### src/rtl/p2_mem_arb.sv
// p2_mem_arb: arbitrates CPU and video-refresh accesses onto one asynchronous P2 memory
// Ports:
//   clk40, reset_n   single clock, asynchronous active-low reset
//   cpu_*            CPU request/dtack port; one memory access per cpu_req (AS) cycle
//   vid_*            video read port; vid_ack pulses once per completed read
//   mem_*            registered memory address, write data and active-low strobes; mem_rdata in
module p2_mem_arb #(
    parameter int WAIT_STATES = 1
) (
    input  logic        clk40,
    input  logic        reset_n,
    input  logic        cpu_req,
    input  logic        cpu_rw,
    input  logic [19:0] cpu_addr,
    input  logic [1:0]  cpu_ds,
    input  logic [15:0] cpu_wdata,
    output logic [15:0] cpu_rdata,
    output logic        cpu_dtack,
    input  logic        vid_req,
    input  logic [19:0] vid_addr,
    output logic [15:0] vid_rdata,
    output logic        vid_ack,
    output logic [19:0] mem_addr,
    output logic [15:0] mem_wdata,
    input  logic [15:0] mem_rdata,
    output logic        mem_ce_n,
    output logic        mem_oe_n,
    output logic        mem_we_n,
    output logic [1:0]  mem_be_n
);
    typedef enum logic [1:0] {IDLE, ACCESS, DONE} state_t;
    state_t state, state_nxt;
    logic [2:0] cnt;
    logic own_cpu, rd, last_cpu, armed;
    logic cpu_ok, gnt, gnt_cpu, acc_last;
    logic own_nxt, rd_nxt, acc_nxt, done_nxt;
    logic [1:0] be_nxt;

    // armed is cleared by a CPU grant and set again once cpu_req is seen low,
    // so a CPU holding its request after dtack gets no second access.
    assign cpu_ok   = cpu_req && armed;
    assign gnt      = (state == IDLE) && (cpu_ok || vid_req);
    // On a tie, whichever side did not win last time is granted.
    assign gnt_cpu  = cpu_ok && !(vid_req && last_cpu);
    assign acc_last = (state == ACCESS) && (cnt == 3'(WAIT_STATES));

    always_ff @(posedge clk40 or negedge reset_n) begin
        if (!reset_n) state <= IDLE;
        else          state <= state_nxt;
    end

    always_comb begin
        state_nxt = gnt ? ACCESS :
                    acc_last ? DONE :
                    (state == DONE && !(own_cpu && cpu_req)) ? IDLE : state;
    end

    // Strobes and acks are registered from the next-state values so they
    // change exactly on the state transitions without any input-to-pin path.
    always_comb begin
        own_nxt  = gnt ? gnt_cpu : own_cpu;
        rd_nxt   = gnt ? (!gnt_cpu || cpu_rw) : rd;
        acc_nxt  = state_nxt == ACCESS;
        done_nxt = state_nxt == DONE;
        be_nxt   = !acc_nxt ? 2'b11 : gnt ? (gnt_cpu ? ~cpu_ds : 2'b00) : mem_be_n;
    end

    always_ff @(posedge clk40 or negedge reset_n) begin
        if (!reset_n) begin
            cnt       <= 3'd0;
            own_cpu   <= 1'b0;
            rd        <= 1'b1;
            last_cpu  <= 1'b1;
            armed     <= 1'b1;
            mem_addr  <= 20'd0;
            mem_wdata <= 16'd0;
            mem_ce_n  <= 1'b1;
            mem_oe_n  <= 1'b1;
            mem_we_n  <= 1'b1;
            mem_be_n  <= 2'b11;
            cpu_dtack <= 1'b0;
            vid_ack   <= 1'b0;
            cpu_rdata <= 16'd0;
            vid_rdata <= 16'd0;
        end else begin
            cnt       <= (state == ACCESS) ? cnt + 3'd1 : 3'd0;
            own_cpu   <= own_nxt;
            rd        <= rd_nxt;
            armed     <= !cpu_req || (armed && !(gnt && gnt_cpu));
            mem_ce_n  <= !acc_nxt;
            mem_oe_n  <= !(acc_nxt && rd_nxt);
            mem_we_n  <= !(acc_nxt && !rd_nxt);
            mem_be_n  <= be_nxt;
            cpu_dtack <= done_nxt && own_nxt;
            vid_ack   <= done_nxt && !own_nxt;
            if (gnt) begin
                last_cpu  <= gnt_cpu;
                mem_addr  <= gnt_cpu ? cpu_addr : vid_addr;
                mem_wdata <= cpu_wdata;
            end
            if (acc_last && own_cpu)  cpu_rdata <= mem_rdata;
            if (acc_last && !own_cpu) vid_rdata <= mem_rdata;
        end
    end
endmodule

### config.mk
export PLATFORM = sky130hd
export DESIGN_NAME = p2_mem_arb
export DESIGN_NICKNAME = d
export VERILOG_FILES = /design/src/rtl/p2_mem_arb.sv
export SDC_FILE = /design/constraint.sdc
export NUM_CORES = 1
export LEC_CHECK = 0
export BUFFER_PORTS_ARGS = -buffer_cell sky130_fd_sc_hd__buf_2
export CAP_MARGIN = 20
export CORE_ASPECT_RATIO = 1.75
export CORE_UTILIZATION = 42
export DETAILED_ROUTE_END_ITERATION = 10
export GPL_ROUTABILITY_DRIVEN = 1
export GPL_TIMING_DRIVEN = 0
export PLACE_DENSITY = 0.72
export SYNTH_ARGS = -nofsm -noshare
export SYNTH_HDL_FRONTEND = slang
export SYNTH_SLANG_ARGS = --single-unit
### constraint.sdc
create_clock -name clk40 -period 2.8 [get_ports clk40]
set_clock_uncertainty 0.05 [all_clocks]
set_input_delay 0.14 -clock clk40 [delete_from_list [all_inputs] [get_ports clk40]]
set_output_delay 0.14 -clock clk40 [all_outputs]
set_load 0.05 [all_outputs]
==> reports/results.txt, run 1 <==
status: finished, violations left
failing checks: design-rule violations
CTS tree: built
Detailed Route WL: 8860 um
Fmax achieved: 0.520 GHz
crit path kind: flop to flop
CTS max path bufs: 2
clk sinks: 84
largest family of logic cells by synthesized area: multiplexers
power share of the combinational group: 54.3%
I/O Buffers: 153
P_sw: 3650 uW
die height: 123 um
critical path cell sequence: inv_1 > ha_1 > and2b_2 > nor3b_4 > buf_12 > mux2_4
Post-Syn Area: 0.00352 mm^2
wire per inst: 15.7 um
area delta synth->final: 42.0%
Net Count, Synth: 359
cts hold-fix bufs: 26
first-pass GRT wire length: 14500 um
synth warn: 0
H-Tree Level Count: 3
share of cells above drive strength 1: 49.8%
Final WS setup: 0.875 ns
Place WS: 0.864 ns
Fin. Hold Viols: 0
clock power share: 16.2%
register bit total from synthesis: 84
# nets final: 550
setup bufs post-CTS: 0
placed cells: 522
diodes inserted: 0
maximum VDD drop: 0.614 mV
count of different cell masters after synthesis: 30
RSZ-0062 raised after global routing: no
worst hold path type: input port to flop
Reg area: 0.00211 mm^2
Least-Margin Pin Slew: 0.653 ns
# IOs: 154
root buf cell: clkbuf_16
worst skew pair latency: 0.33 ns
Period Utilization, post-route: 68.7%
Total Routing Usage GR: 21.4%
post_cts resized: 0
final core occ: 62.4%
LEAKAGE: 0.00236 uW
Initial Utilization: 44.0%
Max Cap Viol: 0
Final Non-Filler Cells: 564
register area share after synthesis: 59.9%
Slowest Stage Delay on Critical Path: 0.46 ns
Post-Synth Simple-Gate Area: 7.35%
dpl hpwl: 6140 um
DRT antenna net count: 0
setup tns final: 0 ns
DRT Pass-1 Iters: 8
Req. time, crit path: 2.96 ns
Synth Area in Adders: 0.710%
Power Dens Cells: 1480 mW/mm^2
DR vias/cell: 5.21
RD Place Congestion: 0.738
Post-Synth XOR/XNOR Area: 0.249%
Congestion Overflow GR: 0
Internal Power: 3740 uW
Die Area: 0.00877 mm^2
die width: 71.2 um
sw frac: 49.4%
relative slew slack: 56.4%
crit path time final: 1.92 ns
worst-path fanout max: 10
# setup viols final: 0
vias in the first global route: 3044
Starting DRT DRC Count: 133
Synth Area per Inst: 12.7 um^2
post-synthesis mux area share: 16.3%
initial antenna violation count: 0
multi-input logic area: 0.00130 mm^2
hold slack: 0.0124 ns
clock-pin transition on the worst setup and hold timing paths: 0.06 ns
Post-Syn Instances: 278
vias: 2936
Synth Area in Compound Gates: 12.3%
Std-Cell Rows: 43
CP arrival: 2.09 ns
Filler cells: 638
largest net degree at the start of global routing: 48
delay-heaviest family, CP: simple AND/OR/NAND/NOR gates
CTS Buf Count: 9
Slowest-stage cell, CP: nor3b_4
Reg power frac: 29.5%
sum of buffers and inverters on the critical path: 2
crit end category: flop
CP startpoint kind: flop
final number of max-transition violations: 0
drc violations: 10
core area: 0.00802 mm^2
layout by cell type (no fill, tap or decap), types with 5 or more instances in the layout:
master / instances
buf_2: 155
clkbuf_16: 9
dlygate4sd3_1: 26
dfstp_2: 8
dfrtp_1: 76
mux2_4: 9
a31oi_1: 20
mux2_2: 39
nand3_1: 20
clkbuf_1: 15
inv_1: 5
o21ai_0: 27
a21oi_1: 21
flip-flops by register name, summed over array words and instances (netlist names):
name       flops
armed          1
cnt            3
cpu_dtack      1
cpu_rdata     16
last_cpu       1
mem_addr      20
mem_be_n       2
mem_ce_n       1
mem_oe_n       1
mem_wdata     16
mem_we_n       1
own_cpu        1
rd             1
state          2
vid_ack        1
vid_rdata     16
worst paths after layout:
| path | from | end | slack (ns) | depth (start not counted) |
|---|---|---|---|---|
| min in group asynchronous | reset_n | cpu_rdata[3]$_DFFE_PN0P_ | 0.28 | 2 |
| hold / removal | mem_rdata[4] | cpu_rdata[4]$_DFFE_PN0P_ | 0.01 | 2 |
| max in group asynchronous | reset_n | mem_ce_n$_DFF_PN1_ | 1.77 | 3 |
| setup reg to reg | cnt[1]$_DFF_PN0_ | vid_rdata[6]$_DFFE_PN0P_ | 0.88 | 6 |
| hold reg to reg | cnt[0]$_DFF_PN0_ | cnt[0]$_DFF_PN0_ | 0.42 | 1 |
| setup / recovery | cnt[1]$_DFF_PN0_ | vid_rdata[6]$_DFFE_PN0P_ | 0.88 | 6 |
cell type report:
type,count,area share [%]
Sequential cell,84,42.2
Buffer,19,1.83
Inverter,5,0.375
Clock buffer,11,5.05
Tap cell,90,2.25
Clock inverter,5,1.20
Multi-Input combinational cell,170,26.0
Timing Repair Buffer,180,21.1
stage by stage:
stage / power, uW / area [um^2]
finish: 7380 / 5000
global route: 7760 / 5000
CTS: 7430 / 5000
detailed placement: 6180 / 4430
global placement: 6080 / 4400
floorplan: 5230 / 3520
routing by layer:
metal  up-vias  GRT usage (%)  share of wire, %
met1      1395           24.1                39
met2       126           38.7                54
met5         -              0                 0
met3        20           4.16               5.6
li1       1395              -                 -
met4         0           9.75               2.0
worst register-to-register path, stage by stage, from the launching register on:
cell     delay, ns
dfrtp_1       0.38
inv_1         0.06
ha_1          0.16
and2b_2       0.18
nor3b_4       0.46
buf_12        0.21
mux2_4        0.31
cell families after synthesis:
kind of cell               count (synthesis)
DFF                                       84
AOI/OAI and AO/OA                         76
muxes                                     48
and+or+nand+nor                           43
buffers and inverters                     24
adders and majority gates                  2
xor gates and xnor gates                   1
cell usage after synthesis, drive strengths merged:
cell type | instances | share of area (%)
dfrtp | 76 | 54
mux2 | 48 | 16
o21ai | 27 | 3.8
a21oi | 21 | 3.0
a31oi | 20 | 3.6
nand3 | 20 | 2.8
clkbuf | 15 | 1.6
dfstp | 8 | 6.0
inv | 5 | 0.53
nor2 | 5 | 0.60
a21o | 4 | 0.89
buf | 4 | 0.99
nor3 | 4 | 0.57
and2 | 3 | 0.53
nand2 | 3 | 0.32
o311a | 3 | 0.85
ha | 2 | 0.71
nor3b | 2 | 0.75
nor4b | 2 | 0.50
a22oi | 1 | 0.21
and2b | 1 | 0.25
and3 | 1 | 0.18
nand2b | 1 | 0.39
nand4b | 1 | 0.43
xnor2 | 1 | 0.25
power groups by stage:
stage                     logic (uW)  registers (uW)  clock network, uW
after CTS                       4030            2180               1230
after global placement          3930            2150                  0
after global routing            4230            2250               1280
final                           4010            2180               1200
after detailed placement        3990            2190                  0
after floorplan                 1130            4100                  0
(Power assumes the default switching activity.)
==> inputs of run 2 (changes only) <==
Settings changed: ABC_AREA from default to 1, PLACE_DENSITY 0.72 to 0.74.
Clock period 2.8 ns to 1.7 ns, I/O delays scaled along.
==> run 2 against run 1 <==
  * The run now ends clean
  * Register-to-register slack got worse by 0.68 ns
  * Die area rose by 3.6%
  * Via count rose by 17%
  * Utilization rose by 5.1 points
  * Global-route usage rose by 2.3 points
  * Worst hold slack got worse by 0.0036 ns
  * Sequential share of layout area fell by 4.8 points
  * Power fell by 40%
  * Routed wire length rose by 15%
  * Combinational power fell by 92%
==> reports/results.txt, run 2 <==
post_cts resized: 0 (unchanged)
Initial Utilization: 43.6% (was 44.0%)
worst-path fanout max: 10 (unchanged)
diodes inserted: 0 (unchanged)
register bit total from synthesis: 84 (unchanged)
worst hold path type: input port to flop (unchanged)
CP arrival: 1.67 ns (was 2.09 ns)
crit end category: flop (unchanged)
most frequent cell after synthesis: nand2_1 (was dfrtp_1)
Fmax achieved: 0.666 GHz (was 0.520 GHz)
synth warn: 0 (unchanged)
Synth top area share: 52.1% (was 54.0%)
Std-Cell Rows: 44 (was 43)
I/O Buffers: 153 (unchanged)
DR vias/cell: 4.71 (was 5.21)
Slowest-stage cell, CP: dfrtp_1 (was nor3b_4)
Starting DRT DRC Count: 157 (was 133)
Synth Area in Compound Gates: 15.8% (was 12.3%)
maximum VDD drop: 0.566 mV (was 0.614 mV)
P_sw: 914 uW (was 3650 uW)
Internal Power: 3530 uW (was 3740 uW)
sw frac: 20.6% (was 49.4%)
most common cell after layout, fill and taps aside: buf_2 (unchanged)
DRT Pass-1 Iters: 4 (was 8)
core area: 0.00837 mm^2 (was 0.00802 mm^2)
Total Routing Usage GR: 23.7% (was 21.4%)
Post-Synth Simple-Gate Area: 17.8% (was 7.35%)
CTS max path bufs: 2 (unchanged)
dpl hpwl: 6410 um (was 6140 um)
hold slack: 0.00879 ns (was 0.0124 ns)
Fin. Hold Viols: 0 (unchanged)
sum of buffers and inverters on the critical path: 4 (was 2)
Final Non-Filler Cells: 730 (was 564)
first-pass GRT wire length: 16700 um (was 14500 um)
worst skew pair latency: 0.33 ns (about the same)
count of different cell masters after synthesis: 22 (was 30)
Slowest Stage Delay on Critical Path: 0.38 ns (was 0.46 ns)
power share of the combinational group: 7.6% (was 54.3%)
crit path time final: 1.50 ns (was 1.92 ns)
die width: 72.5 um (was 71.2 um)
Post-synth ARST share: 100% (unchanged)
CTS Buf Count: 9 (unchanged)
die height: 125 um (was 123 um)
setup tns final: 0 ns (unchanged)
Max Cap Viol: 0 (unchanged)
crit path kind: flop to flop (unchanged)
# IOs: 154 (unchanged)
cts hold-fix bufs: 73 (was 26)
top cell type by total area after synthesis: dfrtp_1 (unchanged)
Req. time, crit path: 1.87 ns (was 2.96 ns)
top cells by area, synth: dfrtp_1, nand2_1, o21ai_2, dfstp_2, a21oi_1 (was dfrtp_1, mux2_2, dfstp_2, mux2_4, o21ai_0)
register area share after synthesis: 57.8% (was 59.9%)
ys flop type: dfrtp_1 (unchanged)
Post-Syn Instances: 372 (was 278)
Power Dens Cells: 786 mW/mm^2 (was 1480 mW/mm^2)
setup bufs post-CTS: 0 (unchanged)
Detailed Route WL: 10200 um (was 8860 um)
Die Area: 0.00909 mm^2 (was 0.00877 mm^2)
wire per inst: 13.9 um (was 15.7 um)
post-synthesis mux area share: 0% (was 16.3%)
RD Place Congestion: 0.803 (was 0.738)
# nets final: 691 (was 550)
clk sinks: 84 (unchanged)
status: finished, final reports clean (was finished, violations left)
Least-Margin Pin Slew: 0.480 ns (was 0.653 ns)
final number of max-transition violations: 0 (unchanged)
Post-synth EDFFs: 0 (unchanged)
LEAKAGE: 0.00300 uW (was 0.00236 uW)
area delta synth->final: 54.7% (was 42.0%)
initial antenna violation count: 0 (unchanged)
CP startpoint kind: flop (unchanged)
relative slew slack: 68.0% (was 56.4%)
Synth Area in Adders: 0.685% (was 0.710%)
critical path cell sequence: inv_1 > ha_1 > inv_1 > nor2_1 > nand2_4 > inv_4 > nand2_4 > buf_6 > nand2_1 > o21ai_2 (was inv_1 > ha_1 > and2b_2 > nor3b_4 > buf_12 > mux2_4)
vias: 3441 (was 2936)
largest net degree at the start of global routing: 71 (was 48)
placed cells: 641 (was 522)
Congestion Overflow GR: 0 (unchanged)
RSZ-0062 raised after global routing: no (unchanged)
Power Total: 4440 uW (was 7380 uW)
Reg power frac: 45.0% (was 29.5%)
Synth Area per Inst: 9.82 um^2 (was 12.7 um^2)
share of cells above drive strength 1: 41.3% (was 49.8%)
DRT antenna net count: 0 (unchanged)
Commonest cells post-synth: nand2_1, dfrtp_1, o21ai_2, inv_1, a21oi_1 (was dfrtp_1, mux2_2, o21ai_0, a21oi_1)
# setup viols final: 0 (unchanged)
largest family of logic cells by synthesized area: simple AND/OR/NAND/NOR gates (was multiplexers)
final core occ: 67.5% (was 62.4%)
Net Count, Synth: 453 (was 359)
Largest register FFs: 20 (unchanged)
Most flops, register: mem_addr (unchanged)
delay-heaviest family, CP: simple AND/OR/NAND/NOR gates (unchanged)
root buf cell: clkbuf_16 (unchanged)
Post-Syn Area: 0.00365 mm^2 (was 0.00352 mm^2)
drc violations: 0 (was 10)
CTS tree: built (unchanged)
H-Tree Level Count: 3 (unchanged)
vias in the first global route: 3648 (was 3044)
Period Utilization, post-route: 88.4% (was 68.7%)
commonest non-fill, non-tap cells in the layout: buf_2, nand2_1, dfrtp_1 (was buf_2, dfrtp_1, mux2_2)
clock power share: 47.3% (was 16.2%)
Post-Synth XOR/XNOR Area: 0.240% (was 0.249%)
clock-pin transition on the worst setup and hold timing paths: 0.06 ns (about the same)
run 2: cell count changes after synthesis, sizes merged, moves of 20 or more:
cell,change
a21oi,+23
a31oi,-20
inv,+28
mux2,-48
nand2,+103
nor2,+22
run 2: worst paths after layout:
path,startpoint,end,slack (ns),cells after the start
max reg2reg,cnt[1]$_DFF_PN0_,vid_rdata[13]$_DFFE_PN0P_,0.20,10
max in group asynchronous,reset_n,armed$_DFF_PN1_,0.83,3
min in group asynchronous,reset_n,vid_rdata[2]$_DFFE_PN0P_,0.12,2
min reg2reg,armed$_DFF_PN1_,armed$_DFF_PN1_,0.42,2
min,cpu_ds[1],mem_be_n[1]$_DFFE_PN1P_,0.009,4
max,cnt[1]$_DFF_PN0_,vid_rdata[13]$_DFFE_PN0P_,0.20,10
run 2: through the flow:
step	setup WS, ns	area [um^2]
floorplan	0.344	3650
global placement	-0.142	4560
detailed placement	0.215	4590
CTS	0.194	5650
global route	0.0657	5650
finish	0.198	5650
run 2: final cells by class:
cell class | instances | area (um^2)
plain buffers | 19 | 150
clock buffers | 11 | 243
clock inverters | 5 | 85.1
fillers | 637 | 2720
inverters | 33 | 129
multi-input cells | 236 | 1260
flip-flops and latches | 84 | 2110
well taps | 115 | 144
repair buffers | 227 | 1530
run 2: logic make-up (layout without fill, tap and decap cells):
family / Yosys count / in the layout
simple gates: 155 / 155
xor+xnor: 1 / 1
flops: 84 / 84
compound gates: 78 / 78
buf+inv: 52 / 295
fa+ha+maj: 2 / 2
run 2: tightest hold or removal path, cell delays in order:
cell	delay, ns
buf_2	0.10
inv_1	0.05
a21oi_1	0.06
nand2_1	0.06
run 2: power groups by stage:
stage / Combinational, uW / Sequential (uW) / Clock, uW
6_report: 339 / 2000 / 2100
5_1_grt: 371 / 2000 / 2230
4_1_cts: 331 / 2000 / 2140
3_5_place_dp: 203 / 2040 / 0
3_3_place_gp: 189 / 2040 / 0
2_1_floorplan: 54.7 / 2040 / 0
run 2: metal layers:
metal / global-route usage (%) / vias up / wire (um)
met5: 0 / - / 0
met4: 10.6 / 0 / 260
met3: 6.20 / 26 / 678
met2: 42.6 / 147 / 5420
met1: 25.2 / 1607 / 3810
li1: - / 1661 / -
==> inputs of run 3 (changes only) <==
Settings changed: ABC_AREA 1 to default, CORE_MARGIN from default to 10, PLACE_DENSITY 0.74 to 0.77.
==> run 3 against run 2 <==
  * The flow now finishes with violations (negative setup slack)
  * Via count decreased by 5.9%
  * Flip-flop and latch count unchanged
  * Power increased to 2.8 times the previous value
  * Worst setup slack got worse by 0.27 ns
  * Sequential share of layout area increased by 0.083 points
  * Design area decreased by 0.22%
  * Final cell count decreased by 15%
  * Utilization increased by 0.75 points
  * Critical path type unchanged
  * Critical endpoint is now vid_rdata[6]$_DFFE_PN0P_
  * Largest power group is now combinational logic
==> reports/results.txt, run 3 (same netlist as run 1, synthesis figures left out) <==
status: finished, violations left (was finished, final reports clean)
failing checks: negative setup slack
maximum VDD drop: 1.17 mV (was 0.566 mV)
worst skew pair latency: 0.32 ns (was 0.33 ns)
Total Routing Usage GR: 17.7% (was 23.7%)
RSZ-0062 raised after global routing: yes (was no)
Hold Path End: mem_addr[18]$_DFFE_PN0N_ (was mem_be_n[1]$_DFFE_PN1P_)
wire per inst: 18.1 um (was 13.9 um)
r2r setup slk: -0.07 ns (was 0.20 ns)
Starting DRT DRC Count: 133 (was 157)
dpl hpwl: 7340 um (was 6410 um)
min-delay src: vid_addr[18] (was cpu_ds[1])
multi-input logic area: 0.00135 mm^2 (was 0.00126 mm^2)
Power Dens Cells: 2230 mW/mm^2 (was 786 mW/mm^2)
CP arrival: 1.93 ns (was 1.67 ns)
Period Utilization, post-route: 104% (was 88.4%)
Final WS setup: -0.0741 ns (was 0.198 ns)
Die Area: 0.0126 mm^2 (was 0.00909 mm^2)
drc violations: 0 (unchanged)
initial antenna violation count: 2 (was 0)
Slowest-stage cell, CP: dfrtp_1 (unchanged)
# setup viols final: 16 (was 0)
clk sinks: 84 (unchanged)
crit path kind: flop to flop (unchanged)
area delta synth->final: 60.0% (was 54.7%)
setup tns final: -1.00 ns (was 0 ns)
worst-path fanout max: 5 (was 10)
largest net degree at the start of global routing: 72 (was 71)
DR vias/cell: 5.21 (was 4.71)
Filler cells: 587 (was 637)
Least-Margin Pin Slew: 0.524 ns (was 0.480 ns)
delay-heaviest family, CP: simple AND/OR/NAND/NOR gates (unchanged)
most common cell after layout, fill and taps aside: buf_2 (unchanged)
Initial Utilization: 42.7% (was 43.6%)
root buf cell: clkbuf_16 (unchanged)
Fin. Hold Viols: 0 (unchanged)
CP startpoint kind: flop (unchanged)
DRT Pass-1 Iters: 4 (unchanged)
I/O Buffers: 153 (unchanged)
CTS max path bufs: 2 (unchanged)
share of cells above drive strength 1: 47.7% (was 41.3%)
sum of buffers and inverters on the critical path: 3 (was 4)
die height: 141 um (was 125 um)
FF-to-FF End: vid_rdata[6]$_DFFE_PN0P_ (was vid_rdata[13]$_DFFE_PN0P_)
die width: 89.2 um (was 72.5 um)
commonest non-fill, non-tap cells in the layout: buf_2, dfrtp_1, dlygate4sd3_1 (was buf_2, nand2_1, dfrtp_1)
Max Cap Viol: 0 (unchanged)
H-Tree Level Count: 3 (unchanged)
clock-pin transition on the worst setup and hold timing paths: 0.06 ns (about the same)
core area: 0.00826 mm^2 (was 0.00837 mm^2)
worst hold path type: input port to flop (unchanged)
CTS Buf Count: 9 (unchanged)
Fmax achieved: 0.564 GHz (was 0.666 GHz)
Place WS: -0.287 ns (was 0.215 ns)
vias: 3239 (was 3441)
Reg area: 0.00211 mm^2 (unchanged)
critical path cell sequence: inv_1 > ha_2 > and2b_2 > nor3b_4 > buf_12 > clkbuf_16 > mux2_4 (was inv_1 > ha_1 > inv_1 > nor2_1 > nand2_4 > inv_4 > nand2_4 > buf_6 > nand2_1 > o21ai_2)
Largest register FFs: 20 (unchanged)
DRT antenna net count: 0 (unchanged)
relative slew slack: 65.1% (was 68.0%)
# IOs: 154 (unchanged)
crit path time final: 1.77 ns (was 1.50 ns)
Detailed Route WL: 11300 um (was 10200 um)
final number of max-transition violations: 0 (unchanged)
LEAKAGE: 0.00267 uW (was 0.00300 uW)
first-pass GRT wire length: 17300 um (was 16700 um)
RD Place Congestion: 0.745 (was 0.803)
crit end category: flop (unchanged)
r2r startpoint: cnt[1]$_DFF_PN0_ (unchanged)
# nets final: 602 (was 691)
Std-Cell Rows: 44 (unchanged)
Congestion Overflow GR: 0 (unchanged)
WHS Path Cells: 3 (was 4)
final core occ: 68.3% (was 67.5%)
Most flops, register: mem_addr (unchanged)
Slowest Stage Delay on Critical Path: 0.37 ns (was 0.38 ns)
CTS tree: built (unchanged)
Register-to-Register Path Depth: 7 (was 10)
Req. time, crit path: 1.86 ns (was 1.87 ns)
vias in the first global route: 3500 (was 3648)
run 3: cell types whose count changed in the layout (fill, tap and decap cells not counted), moves of 16 or more:
cell     previous run  this run
a21oi_2            16         0
a31oi_1             0        20
inv_1              29         5
mux2_2              0        32
mux2_4              0        16
nand2_1           100         3
nor2_1             25         4
o21ai_0             0        27
o21ai_2            32         0
run 3: per-stage QoR:
stage	hold slack (ns)	total power, uW	area (um^2)	cells
floorplan	-0.261	8610	3520	278
global placement	0.254	10100	4400	523
detailed placement	-0.0944	10300	4430	524
CTS	0.00768	12500	5540	616
global route	0.0123	13200	5630	620
finish	0.00605	12600	5640	622
run 3: timing repair:
item,in CTS,in global routing
hold endpoints to repair,145,0
hold buffers,73,0
endpoints found under the setup margin,47,49
cloned,0,1
gates resized for setup,9,18
buffers inserted,3,1
run 3: power by group:
part / total (uW) / switching [uW] / internal (uW)
logic: 7030 / 4880 / 2150
clock network: 1930 / 752 / 1170
registers: 3620 / 563 / 3060
total: 12600 / 6190 / 6380
run 3: final cells by class:
cell class                 instances  area share, %
antenna                            4          0.178
buffer                            19           1.98
timing repair buffer             232           28.7
tap                               92           2.04
sequential                        84           37.5
clock inverter                     6           1.13
inverter                           5          0.333
multi-input combinational        170           23.9
clock buffer                      10           4.24
run 3: how the worst max path moves through the flow:
stage	endpoint	from	slack (ns)	depth (start not counted)
detailed placement	vid_rdata[11]$_DFFE_PN0P_	cnt[1]$_DFF_PN0_	-0.29	6
global placement	vid_rdata[14]$_DFFE_PN0P_	cnt[1]$_DFF_PN0_	-0.21	6
CTS	vid_rdata[10]$_DFFE_PN0P_	cnt[1]$_DFF_PN0_	-0.05	6
floorplan	vid_rdata[10]$_DFFE_PN0P_	cnt[1]$_DFF_PN0_	-0.03	6
global route	vid_rdata[5]$_DFFE_PN0P_	cnt[1]$_DFF_PN0_	-0.14	7
finish	vid_rdata[6]$_DFFE_PN0P_	cnt[1]$_DFF_PN0_	-0.07	7
run 3: layer usage:
metal	track usage [%]	up-vias	share of wire, %
met5	0	-	0
met4	10.0	0	4.0
met3	5.60	35	7.2
met2	30.3	143	53
met1	18.0	1554	36
li1	-	1507	-
run 3: worst register-to-register path, delay by kind of cell (launching register included):
| family | cells | cell delay (ns) |
|---|---|---|
| and+or+nand+nor | 2 | 0.42 |
| adders and majority gates | 1 | 0.17 |
| buffers and inverters | 3 | 0.35 |
| muxes | 1 | 0.29 |
| DFF | 1 | 0.37 |
